--- src/rtl/wb_stage_if.sv ---
// MEM-to-WB handshake bus: the MEM stage (master) presents one instruction
// per cycle, and the writeback stage (slave) answers with in_ready.
interface wb_stage_if #(
  parameter int REG_ADDR_W = 5
);
  logic                  in_valid;
  logic                  in_ready;
  logic [1:0]            in_wb_sel;
  logic [31:0]           in_alu_out;
  logic [31:0]           in_read_data;
  logic [31:0]           in_pc_plus4;
  logic [15:0]           in_imm;
  logic [2:0]            in_load_type;
  logic                  in_reg_write;
  logic [REG_ADDR_W-1:0] in_write_reg;

  modport master (
    output in_valid, in_wb_sel, in_alu_out, in_read_data, in_pc_plus4,
           in_imm, in_load_type, in_reg_write, in_write_reg,
    input  in_ready
  );

  modport slave (
    input  in_valid, in_wb_sel, in_alu_out, in_read_data, in_pc_plus4,
           in_imm, in_load_type, in_reg_write, in_write_reg,
    output in_ready
  );
endinterface

--- src/rtl/wb_stage.sv ---
// MEM/WB pipeline register with a four-way writeback select, big-endian
// sub-word load alignment, misaligned-load detection and a retire counter.
module wb_stage #(
  parameter int REG_ADDR_W        = 5,
  parameter int CNT_W             = 32,
  parameter bit ZERO_REG_SUPPRESS = 1'b1
) (
  input  logic                  clk,
  input  logic                  rst_n,
  input  logic                  stall,
  input  logic                  flush,
  wb_stage_if.slave             mem,
  output logic                  wb_valid,
  output logic                  wb_reg_write,
  output logic [REG_ADDR_W-1:0] wb_write_reg,
  output logic [31:0]           wb_write_data,
  output logic                  wb_fault,
  output logic [31:0]           wb_fault_addr,
  output logic [CNT_W-1:0]      retired_cnt
);

  logic [1:0]  offset;
  logic [15:0] half_sel;
  logic [7:0]  byte_sel;
  logic [31:0] load_data;
  logic [31:0] next_data;
  logic        word_load;
  logic        half_load;
  logic        misaligned;
  logic        capture;
  logic        zero_dest;
  logic        next_reg_write;

  assign mem.in_ready = !stall;
  assign capture      = mem.in_valid && !stall && !flush;
  assign offset       = mem.in_alu_out[1:0];

  always_comb begin
    half_sel  = offset[1] ? mem.in_read_data[15:0] : mem.in_read_data[31:16];
    byte_sel  = mem.in_read_data[31:24];
    load_data = mem.in_read_data;
    word_load = 1'b0;
    half_load = 1'b0;
    next_data = mem.in_alu_out;

    // Big-endian: offset 0 addresses the most significant byte of the word.
    case (offset)
      2'd1:    byte_sel = mem.in_read_data[23:16];
      2'd2:    byte_sel = mem.in_read_data[15:8];
      2'd3:    byte_sel = mem.in_read_data[7:0];
      default: byte_sel = mem.in_read_data[31:24];
    endcase

    case (mem.in_load_type)
      3'd1: begin
        half_load = 1'b1;
        load_data = {{16{half_sel[15]}}, half_sel};
      end
      3'd2: begin
        half_load = 1'b1;
        load_data = {16'h0000, half_sel};
      end
      3'd3:    load_data = {{24{byte_sel[7]}}, byte_sel};
      3'd4:    load_data = {24'h000000, byte_sel};
      default: word_load = 1'b1;
    endcase

    misaligned = (mem.in_wb_sel == 2'd1) &&
                 ((word_load && (offset != 2'd0)) || (half_load && offset[0]));

    case (mem.in_wb_sel)
      2'd1:    next_data = load_data;
      2'd2:    next_data = mem.in_pc_plus4;
      2'd3:    next_data = {mem.in_imm, 16'h0000};
      default: next_data = mem.in_alu_out;
    endcase
  end

  assign zero_dest      = ZERO_REG_SUPPRESS && (mem.in_write_reg == '0);
  assign next_reg_write = mem.in_reg_write && !misaligned && !zero_dest;

  // Stall freezes everything; an unstalled bubble or flush only drops the
  // valid/write/fault flags so the payload keeps its last value.
  always_ff @(posedge clk or negedge rst_n) begin
    if (!rst_n) begin
      wb_valid      <= 1'b0;
      wb_reg_write  <= 1'b0;
      wb_write_reg  <= '0;
      wb_write_data <= '0;
      wb_fault      <= 1'b0;
      wb_fault_addr <= '0;
      retired_cnt   <= '0;
    end else if (!stall) begin
      if (capture) begin
        wb_valid      <= 1'b1;
        wb_reg_write  <= next_reg_write;
        wb_write_reg  <= mem.in_write_reg;
        wb_write_data <= next_data;
        wb_fault      <= misaligned;
        if (misaligned) begin
          wb_fault_addr <= mem.in_alu_out;
        end else begin
          retired_cnt <= retired_cnt + CNT_W'(1);
        end
      end else begin
        wb_valid     <= 1'b0;
        wb_reg_write <= 1'b0;
        wb_fault     <= 1'b0;
      end
    end
  end

endmodule

--- src/flat_wrapper.sv ---
// flat-port wrapper written by rule: the top's interface ports become plain ports
module wb_stage_flat 
#(
  parameter int REG_ADDR_W        = 5,
  parameter int CNT_W             = 32,
  parameter bit ZERO_REG_SUPPRESS = 1'b1
)
  (clk, rst_n, stall, flush, wb_valid, wb_reg_write, wb_write_reg, wb_write_data, wb_fault, wb_fault_addr, retired_cnt, mem_in_valid, mem_in_wb_sel, mem_in_alu_out, mem_in_read_data, mem_in_pc_plus4, mem_in_imm, mem_in_load_type, mem_in_reg_write, mem_in_write_reg, mem_in_ready);
  wb_stage_if #(.REG_ADDR_W(REG_ADDR_W)) mem_i ();
  input  logic clk;
  input  logic rst_n;
  input  logic stall;
  input  logic flush;
  output logic wb_valid;
  output logic wb_reg_write;
  output logic [REG_ADDR_W-1:0] wb_write_reg;
  output logic [31:0] wb_write_data;
  output logic wb_fault;
  output logic [31:0] wb_fault_addr;
  output logic [CNT_W-1:0] retired_cnt;
  input wire logic [$bits(mem_i.in_valid)-1:0] mem_in_valid;
  input wire logic [$bits(mem_i.in_wb_sel)-1:0] mem_in_wb_sel;
  input wire logic [$bits(mem_i.in_alu_out)-1:0] mem_in_alu_out;
  input wire logic [$bits(mem_i.in_read_data)-1:0] mem_in_read_data;
  input wire logic [$bits(mem_i.in_pc_plus4)-1:0] mem_in_pc_plus4;
  input wire logic [$bits(mem_i.in_imm)-1:0] mem_in_imm;
  input wire logic [$bits(mem_i.in_load_type)-1:0] mem_in_load_type;
  input wire logic [$bits(mem_i.in_reg_write)-1:0] mem_in_reg_write;
  input wire logic [$bits(mem_i.in_write_reg)-1:0] mem_in_write_reg;
  output wire logic [$bits(mem_i.in_ready)-1:0] mem_in_ready;
  assign mem_i.in_valid = mem_in_valid;
  assign mem_i.in_wb_sel = mem_in_wb_sel;
  assign mem_i.in_alu_out = mem_in_alu_out;
  assign mem_i.in_read_data = mem_in_read_data;
  assign mem_i.in_pc_plus4 = mem_in_pc_plus4;
  assign mem_i.in_imm = mem_in_imm;
  assign mem_i.in_load_type = mem_in_load_type;
  assign mem_i.in_reg_write = mem_in_reg_write;
  assign mem_i.in_write_reg = mem_in_write_reg;
  assign mem_in_ready = mem_i.in_ready;
  wb_stage #(.REG_ADDR_W(REG_ADDR_W), .CNT_W(CNT_W), .ZERO_REG_SUPPRESS(ZERO_REG_SUPPRESS)) u_core (.clk(clk), .rst_n(rst_n), .stall(stall), .flush(flush), .mem(mem_i), .wb_valid(wb_valid), .wb_reg_write(wb_reg_write), .wb_write_reg(wb_write_reg), .wb_write_data(wb_write_data), .wb_fault(wb_fault), .wb_fault_addr(wb_fault_addr), .retired_cnt(retired_cnt));
endmodule
--- config.mk ---
export PLATFORM = sky130hd
export DESIGN_NAME = wb_stage_flat
export DESIGN_NICKNAME = d
export VERILOG_FILES = /design/src/rtl/wb_stage_if.sv /design/src/rtl/wb_stage.sv /design/src/flat_wrapper.sv
export SDC_FILE = /design/constraint.sdc
export NUM_CORES = 1
export LEC_CHECK = 0
export ABC_AREA = 0
export CAP_MARGIN = 30
export CELL_PAD_IN_SITES_DETAIL_PLACEMENT = 0
export CELL_PAD_IN_SITES_GLOBAL_PLACEMENT = 1
export CORE_AREA = 2 2 98 195
export CTS_BUF_LIST = sky130_fd_sc_hd__clkbuf_16
export DETAILED_ROUTE_END_ITERATION = 6
export DIE_AREA = 0 0 100 197
export PLACE_DENSITY = 0.83
export SLEW_MARGIN = 20
export SYNTH_ARGS = -nofsm -noshare
export SYNTH_HDL_FRONTEND = slang
export SYNTH_SLANG_ARGS = --single-unit
export TNS_END_PERCENT = 100
--- constraint.sdc ---
create_clock -name clk -period 2.1 [get_ports clk]
set_input_delay 0.42 -clock clk [delete_from_list [all_inputs] [get_ports clk]]
set_output_delay 0.42 -clock clk [all_outputs]
set_load 0.01 [all_outputs]
Word-level counts from Yosys, hierarchy flattened
Index checks and enable logic that the tools add are counted.
Widths: inputs -> output; s select.
{"block": "word_totals", "ff_bits": 104, "in_bits": 128, "output_inout_bits": 105, "word_cells": 48}
{"block": "classes", "n_addsub": 1, "eq_ne": 10, "muxes": 9, "bitwise": 2, "n_reduce_logical": 19}
{"op": "$pmux 32 s4", "count": 1}
{"op": "$pmux 32 s3", "count": 1}
{"op": "$add 32x1->32 const B", "count": 1}
{"op": "$pmux 8 s3", "count": 1}
{"op": "$mux 16", "count": 1}
{"op": "$eq 2x2->1 const B", "count": 4}
{"op": "$logic_and 1x1->1", "count": 7}
{"op": "$eq 3x2->1 const B", "count": 2}
{"op": "$reduce_and 3->1", "count": 2}
{"op": "$logic_not 5->1", "count": 1}
{"op": "$mux 1", "count": 5}
{"op": "$eq 2x1->1 const B", "count": 2}
{"op": "$logic_not 1->1", "count": 4}
{"op": "$reduce_or 4->1", "count": 1}
{"op": "$eq 3x1->1 const B", "count": 1}
{"op": "$eq 3x3->1 const B", "count": 1}
{"op": "$not 1->1", "count": 2}
{"op": "$reduce_and 2->1", "count": 1}
{"op": "$reduce_bool 2->1", "count": 1}
{"op": "$reduce_or 2->1", "count": 1}
{"op": "$logic_or 1x1->1", "count": 1}

Logic depth before layout (Yosys ltp)
Gate-level depths: netlist of the first run.
{"block": "depth", "ltp_word": 10, "mapped_depth": 8, "ltp_nobuf": 5}

Worst setup path after synthesis of the first run
Ideal clock, no wire load.
{"block": "synth_path", "kind": "in2reg", "start": "input port stall", "end": "register u_core.wb_fault_addr[0]", "setup_ns": 0.125, "arrival_ns": 1.958, "required_ns": 1.975, "setup_slack_ns": 0.017, "cell_stages": 8, "n_path_buf": 3, "cell_sequence": "or3b_1 > clkbuf_1 > or2_1 > buf_2 > nor2_4 > nand2_4 > buf_6 > mux2_4"}
{"block": "synth_between", "elab_chain_len": 4, "word_cells_on_any_way": 5, "cone_classes": "bitwise: 1; reduce/logical: 4"}
{"item": "start: declaration", "line_no": "flat_wrapper.sv:12", "rtl": "input logic stall;"}
{"item": "$logic_not 1->1", "line_no": "wb_stage.sv:35", "rtl": "assign capture = mem.in_valid && !stall && !flush;"}
{"item": "$logic_and 1x1->1 (2 in series)", "line_no": "wb_stage.sv:35"}
{"item": "$reduce_and 3->1 (no line) (*)"}
{"item": "end signal: assignment", "line_no": "wb_stage.sv:101", "rtl": "wb_fault_addr <= mem.in_alu_out;"}
{"item": "end: declaration", "line_no": "wb_stage.sv:18", "rtl": "output logic [31:0] wb_fault_addr,"}
Mark *: on every way between the ends. The rest lies on a longest branch, timed or not.
A chain may end at the register's enable or synchronous reset.

Worst setup path in the final report of the first run
{"block": "layout_path", "start": "input port mem_in_valid", "end": "register u_core.wb_fault_addr[8]"}
{"block": "layout_between", "elab_chain_len": 3}
{"item": "start: declaration", "line_no": "flat_wrapper.sv:21", "rtl": "input wire logic [$bits(mem_i.in_valid)-1:0] mem_in_valid;"}
{"item": "$logic_and 1x1->1 (2 in series)", "line_no": "wb_stage.sv:35"}
{"item": "$reduce_and 3->1 (no line)"}
Every way passes these cells.

==> results.ini, run 1 <==
[clocking]
h-tree-depth = 3
cts_tree = yes
clock_sinks = 104
clock_latency_ns = 0.36
clockBufferDepth = 2
numCtsBuffers = 9
postCtsSetupBuffers = 0
cts.reportedPaths.clkPinSlew_ns = 0.06
clockRootBuffer = clkbuf_16

[route]
drc = 0
drt_iter0_markers = 151
firstDrtPassIters = 4
viasPerCell = 5.24
wl_per_cell_um = 20.4
vias = 5508
antenna_left = 0
wl_um = 21500

[synthesis]
synth_fp_nets = 701
ys.flop_type = dfrtp_1
synth_common_cells = dfrtp_1, nand2_1, o21ai_0, mux2i_1, nor3_1
synth_edf_count = 0
synth_area_um2 = 5750
async_flop_share_pct = 100
synthCells = 572
ys.warnings.count = 0
seq_area_frac_synth_pct = 45.2
synth_top_cell_area_share_pct = 45.2
synth_cell_types = 52
yosysMostFrequentCell = dfrtp_1
yosys.area.top_type = dfrtp_1
synthTopCellsByArea = dfrtp_1, mux2_4, mux2i_1
synth-seq-cells = 104
avgSynthCellArea_um2 = 10.1

[worst_setup_path]
start_kind = primary input
path_cells = clkdlybuf4s50_1 -> or3b_4 -> or2_4 -> nor2_4 -> nand2_4 -> buf_12 -> mux2_4
cpLargestDelayFamily = simple AND/OR/NAND/NOR gates
cp.arrival_ns = 2.29
path_max_fanout = 19
crit_required_ns = 2.33
worstSetupPathType = in -> reg
cpPeakStageDelay_ns = 0.47
path_buf_inv = 2
endpoint_kind = flip-flop
slowest_stage = clkdlybuf4s50_1

[floorplan]
die_w_um = 100
dieArea_um2 = 19700
row_count = 70
initial_utilization_pct = 31.6
die_height_um = 197
ioPinCount = 233
core_um2 = 18200

[final_layout]
antenna_cells = 0
nNetsFinal = 960
top_regs = u_core.retired_cnt: 32 flops, u_core.wb_fault_addr: 32 flops, u_core.wb_write_data: 32 flops
drive_gt1_share_pct = 14.8
final_area_um2 = 8980
fillers = 1757
fin_cells = 1052
syn_to_final_growth_pct = 56.0

[placed_design]
gp_congestion = 0.881
dp_slack_ns = -0.450
port-buffer-count = 232
place_area_um2 = 8680
dp.cells = 1035
post-dp-hpwl_um = 16900

[timing]
finalCritPeriodShare_pct = 97.8
setup_viol = 0
timing_hold_violations_final = 0
worst_pin_slew_ns = 0.611
rsz0062_at_grt = no
final_max_slew_viol_count = 0
holdWs_ns = 0.474
fin_crit_ns = 2.05
finalClockSkew_ns = 0.00906
max_slew_margin_pct = 59.1
timing.final.ws_setup_ns = 0.0456
fmax_mhz = 487

[min_path]
hp-class = reg -> reg

[global_route]
antenna_found_initial = 0
grt_max_degree = 43
track_usage_pct = 21.9
grt_pass1_wl_um = 32400
grt_pass1_vias = 5669
gr-total-overflow = 0

[flow_run]
maxCapViolCount = 0

[run_status]
status = finished clean

[pwr]
power_density_nw_per_um2 = 685
power.leakage_nw = 3.85
irDropWorstVdd_v = 0.000368
power_mw = 6.15

## through the flow
step                      util (%)  setup TNS [ns]
final                         49.3               0
after CTS                     49.2               0
after floorplan                  -               0
after global placement        47.6          -22.16
after global routing          49.3               0
after detailed placement      47.6          -24.68
## cell type report
cell class	count	area [um2]	share of cell area [%]
flip-flops and latches	104	2600	29.0
inverters	4	15.0	0.167
clock inverters	7	45.0	0.502
well taps	216	270	3.01
multi-input cells	424	2990	33.3
clock buffers	9	225	2.51
repair buffers	288	2830	31.5
## timing repair
item / 4_1_cts / 5_1_grt
endpoints found under the hold margin: 21 / 0
hold buffers: 1 / 0
pin swaps: 0 / 0
gates resized for setup: 1 / 5
endpoints found under the setup margin: 1 / 32
## worst reg2reg max path: stages, from the launching register on
cell	delay [ns]
dfrtp_1	0.44
and4_1	0.32
nand4_1	0.19
nor4_2	0.18
buf_4	0.21
nand4_1	0.13
xnor2_1	0.14
## logic make-up (layout without fill, tap and decap cells)
kind of cell,after synthesis,in the layout,share of synthesized area (%)
AO/OA/AOI/OAI,140,140,14.9
XOR/XNOR,33,33,5.02
adder cells (fa/ha/maj),6,6,1.09
buffers and inverters,44,308,3.33
flip-flops,104,104,45.2
multiplexers,75,75,15.8
AND/OR/NAND/NOR,170,170,14.6
## per-layer routing
metal	global-route usage [%]	up-vias	wire [um]	part of all wire [%]
met5	0	-	0	0
met2	41.2	187	12100	56
li1	-	2612	-	-
met1	23.1	2671	7470	35
met3	3.30	38	952	4.4
met4	10.7	0	959	4.5
## layout by cell type, fill, tap and decap left out, types with 2 or more instances in the layout
cell type / Yosys / layout
xor2_1: 7 / 7
nor3b_2: 0 / 2
inv_6: 0 / 2
o211ai_1: 17 / 17
inv_1: 4 / 5
o31ai_1: 8 / 7
nand2_1: 58 / 58
or2_2: 2 / 2
nand4_1: 10 / 10
and3_1: 6 / 6
o21ai_1: 10 / 10
mux2_1: 3 / 3
mux2i_1: 34 / 34
nor3_1: 30 / 30
clkinvlp_4: 0 / 2
mux2_2: 9 / 9
a31oi_1: 5 / 5
maj3_1: 5 / 5
o22ai_1: 17 / 17
o221ai_1: 2 / 2
xnor2_1: 26 / 25
and4_1: 3 / 3
nand2b_1: 3 / 3
nor2_1: 22 / 22
mux2_4: 29 / 29
a221oi_1: 7 / 7
clkdlybuf4s50_1: 0 / 229
buf_12: 0 / 7
buf_4: 0 / 48
clkbuf_16: 0 / 9
o21ai_0: 45 / 45
nand3_1: 16 / 16
dfrtp_1: 104 / 104
nor2b_1: 7 / 7
a21oi_1: 20 / 20
## power by group
group / internal [mW] / switching (mW) / total, mW
clock: 0.804 / 0.798 / 1.60
sequential: 2.31 / 0.203 / 2.52
combinational: 1.19 / 0.844 / 2.04
## final timing paths
path	start	endpoint	slack, ns	cells past startpoint
min in group asynchronous	rst_n	u_core.wb_fault_addr[30]	0.52	2
max	mem_in_valid	u_core.wb_fault_addr[8]	0.05	7
min	u_core.wb_write_reg[3]	u_core.wb_write_reg[3]	0.47	2
max in group asynchronous	rst_n	u_core.wb_write_data[17]	1.02	3
min reg2reg	u_core.wb_write_reg[3]	u_core.wb_write_reg[3]	0.47	2
max reg2reg	u_core.retired_cnt[9]	u_core.retired_cnt[28]	0.36	6
No activity file was read; power rests on OpenSTA's default activity.
==> run 2, diff against run 1 <==
--- a/config.mk
+++ b/config.mk
@@ -9,11 +9,12 @@
 export CAP_MARGIN = 30
 export CELL_PAD_IN_SITES_DETAIL_PLACEMENT = 0
 export CELL_PAD_IN_SITES_GLOBAL_PLACEMENT = 1
-export CORE_AREA = 2 2 98 195
+export CORE_AREA = 2 2 94 187
 export CTS_BUF_LIST = sky130_fd_sc_hd__clkbuf_16
 export DETAILED_ROUTE_END_ITERATION = 6
-export DIE_AREA = 0 0 100 197
-export PLACE_DENSITY = 0.83
+export DIE_AREA = 0 0 96 189
+export DONT_BUFFER_PORTS = 1
+export PLACE_DENSITY = 0.65
 export SLEW_MARGIN = 20
 export SYNTH_ARGS = -nofsm -noshare
 export SYNTH_HDL_FRONTEND = slang
==> run 2 against run 1 <==
Net effect: the run now ends with hold timing left; core utilization fell by 11 points; largest cell class unchanged; cell count down 26%; largest power group unchanged; non-clock buffer count down 267; sequential power rose by 9.5%; flip-flop and latch count is the same; fmax grew 9.1%; via count decreased by 18%; clock skew rose by 0.0010 ns; sequential share of layout area increased by 12 points; clock power about the same.
==> results.ini, run 2 (synthesis results as in run 1) <==
[floorplan]
die_w_um = 96  ; was 100 um
initial_utilization_pct = 34.5  ; was 31.6%
row_count = 67  ; was 70
dieArea_um2 = 18100  ; was 19700 um2
die_height_um = 189  ; was 197 um
core_um2 = 16700  ; was 18200 um2
ioPinCount = 233  ; unchanged

[final_layout]
final_cell_mix = dfrtp_1, nand2_1, o21ai_0  ; was clkdlybuf4s50_1, dfrtp_1, nand2_1
nNetsFinal = 693  ; was 960
final_util_pct = 37.8  ; was 49.3%
final_common_cell = dfrtp_1  ; was clkdlybuf4s50_1
drive_gt1_share_pct = 14.9  ; was 14.8%
syn_to_final_growth_pct = 9.63  ; was 56.0%
final_area_um2 = 6310  ; was 8980 um2
fin_cells = 778  ; was 1052
top_regs = u_core.retired_cnt: 32 flops, u_core.wb_fault_addr: 32 flops, u_core.wb_write_data: 32 flops  ; unchanged

[route]
vias = 4520  ; was 5508
drt_iter0_markers = 142  ; was 151
drc = 0  ; unchanged
antenna_left = 0  ; unchanged
viasPerCell = 5.81  ; was 5.24
firstDrtPassIters = 4  ; unchanged
wl_um = 19600  ; was 21500 um
wl_per_cell_um = 25.2  ; was 20.4 um

[placed_design]
post-dp-hpwl_um = 14900  ; was 16900 um
dp_slack_ns = 0.100  ; was -0.450 ns
place_area_um2 = 6030  ; was 8680 um2
dp.cells = 760  ; was 1035
port-buffer-count = 0  ; was 232
gp_congestion = 0.821  ; was 0.881

[worst_setup_path]
cp.arrival_ns = 2.11  ; was 2.29 ns
startpoint = u_core.retired_cnt[11]  ; was mem_in_valid
r2r_setup_slack_ns = 0.22  ; was 0.36 ns
worstSetupPathType = reg -> reg  ; was in -> reg
crit_required_ns = 2.33  ; about the same
r2r_cells = 6  ; unchanged
rr_startpoint = u_core.retired_cnt[11]  ; was u_core.retired_cnt[9]
path_max_fanout = 9  ; was 19
start_kind = flip-flop  ; was primary input
endpoint_kind = flip-flop  ; unchanged
rr_endpoint = u_core.retired_cnt[30]  ; was u_core.retired_cnt[28]

[global_route]
gr-total-overflow = 0  ; unchanged
grt_max_degree = 105  ; was 43
grt_pass1_wl_um = 28500  ; was 32400 um
grt_pass1_vias = 4718  ; was 5669
antenna_found_initial = 1  ; was 0
track_usage_pct = 21.5  ; was 21.9%

[timing]
finalClockSkew_ns = 0.0101  ; was 0.00906 ns
rsz0062_at_grt = no  ; unchanged
fin_setup_tns_ns = 0  ; unchanged
timing.final.ws_setup_ns = 0.216  ; was 0.0456 ns
fmax_mhz = 531  ; was 487 MHz
setup_viol = 0  ; unchanged
worst_pin_slew_ns = 0.659  ; was 0.611 ns
final_max_slew_viol_count = 0  ; unchanged
holdWs_ns = -0.240  ; was 0.474 ns
timing_hold_violations_final = 104  ; was 0
fin_crit_ns = 1.88  ; was 2.05 ns
max_slew_margin_pct = 56.1  ; was 59.1%
finalCritPeriodShare_pct = 89.7  ; was 97.8%

[flow_run]
maxCapViolCount = 0  ; unchanged

[clocking]
h-tree-depth = 3  ; unchanged
clockRootBuffer = clkbuf_16  ; unchanged
clock_latency_ns = 0.35  ; was 0.36 ns
numCtsBuffers = 9  ; unchanged
cts.reportedPaths.clkPinSlew_ns = 0.07  ; was 0.06 ns
clock_sinks = 104  ; unchanged
clockBufferDepth = 2  ; unchanged
cts_tree = yes  ; unchanged

[run_status]
status = finished, violations left  ; was finished clean
violations = hold timing

[pwr]
power_density_nw_per_um2 = 806  ; was 685 nW/um2
power_mw = 5.09  ; was 6.15 mW
irDropWorstVdd_v = 0.000351  ; was 0.000368 V
power.leakage_nw = 2.76  ; was 3.85 nW

[min_path]
hp-class = in -> async  ; was reg -> reg

## run 2: routing by layer
metal  part of all wire, %  GRT usage, %  vias up
li1                      -             -     2061
met1                    32          20.1     2224
met2                    56          39.9      199
met3                   8.4          6.80       36
met4                   3.7          10.9        0
met5                     0             0        -
## run 2: worst max-delay path, stage by stage (launching register included)
cell     delay, ns
dfrtp_1       0.48
and4_1        0.34
nand4_1       0.25
nor4_2        0.21
buf_4         0.20
nand4_1       0.12
xnor2_1       0.15
## run 2: where the power goes
| part | leakage [nW] | internal, mW | total [mW] | switching, mW |
|---|---|---|---|---|
| Combinational | 1.29 | 0.417 | 0.737 | 0.319 |
| Sequential | 1.34 | 2.31 | 2.76 | 0.445 |
| Clock | 0.130 | 0.805 | 1.59 | 0.789 |
## run 2: worst max path at each step
stage / cells past startpoint / slack, ns / to
2_1_floorplan: 8 / 0.02 / u_core.wb_fault_addr[0]
3_3_place_gp: 6 / 0.13 / u_core.wb_fault_addr[18]
3_5_place_dp: 6 / 0.10 / u_core.wb_fault_addr[17]
4_1_cts: 6 / 0.22 / u_core.retired_cnt[30]
5_1_grt: 6 / 0.16 / u_core.retired_cnt[25]
6_report: 6 / 0.22 / u_core.retired_cnt[30]
## run 2: area by class of cell
| cell class | instances | area [um2] |
|---|---|---|
| diodes | 2 | 5.00 |
| clock buffers | 9 | 225 |
| clock inverters | 7 | 46.3 |
| fillers | 1661 | 10400 |
| inverters | 4 | 15.0 |
| multi-input cells | 424 | 2970 |
| flip-flops and latches | 104 | 2600 |
| well taps | 207 | 259 |
| repair buffers | 21 | 183 |
## run 2: repair_timing
item,in CTS,in global routing
setup buffers,0,0
hold endpoints to repair,104,104
gates resized for setup,0,0
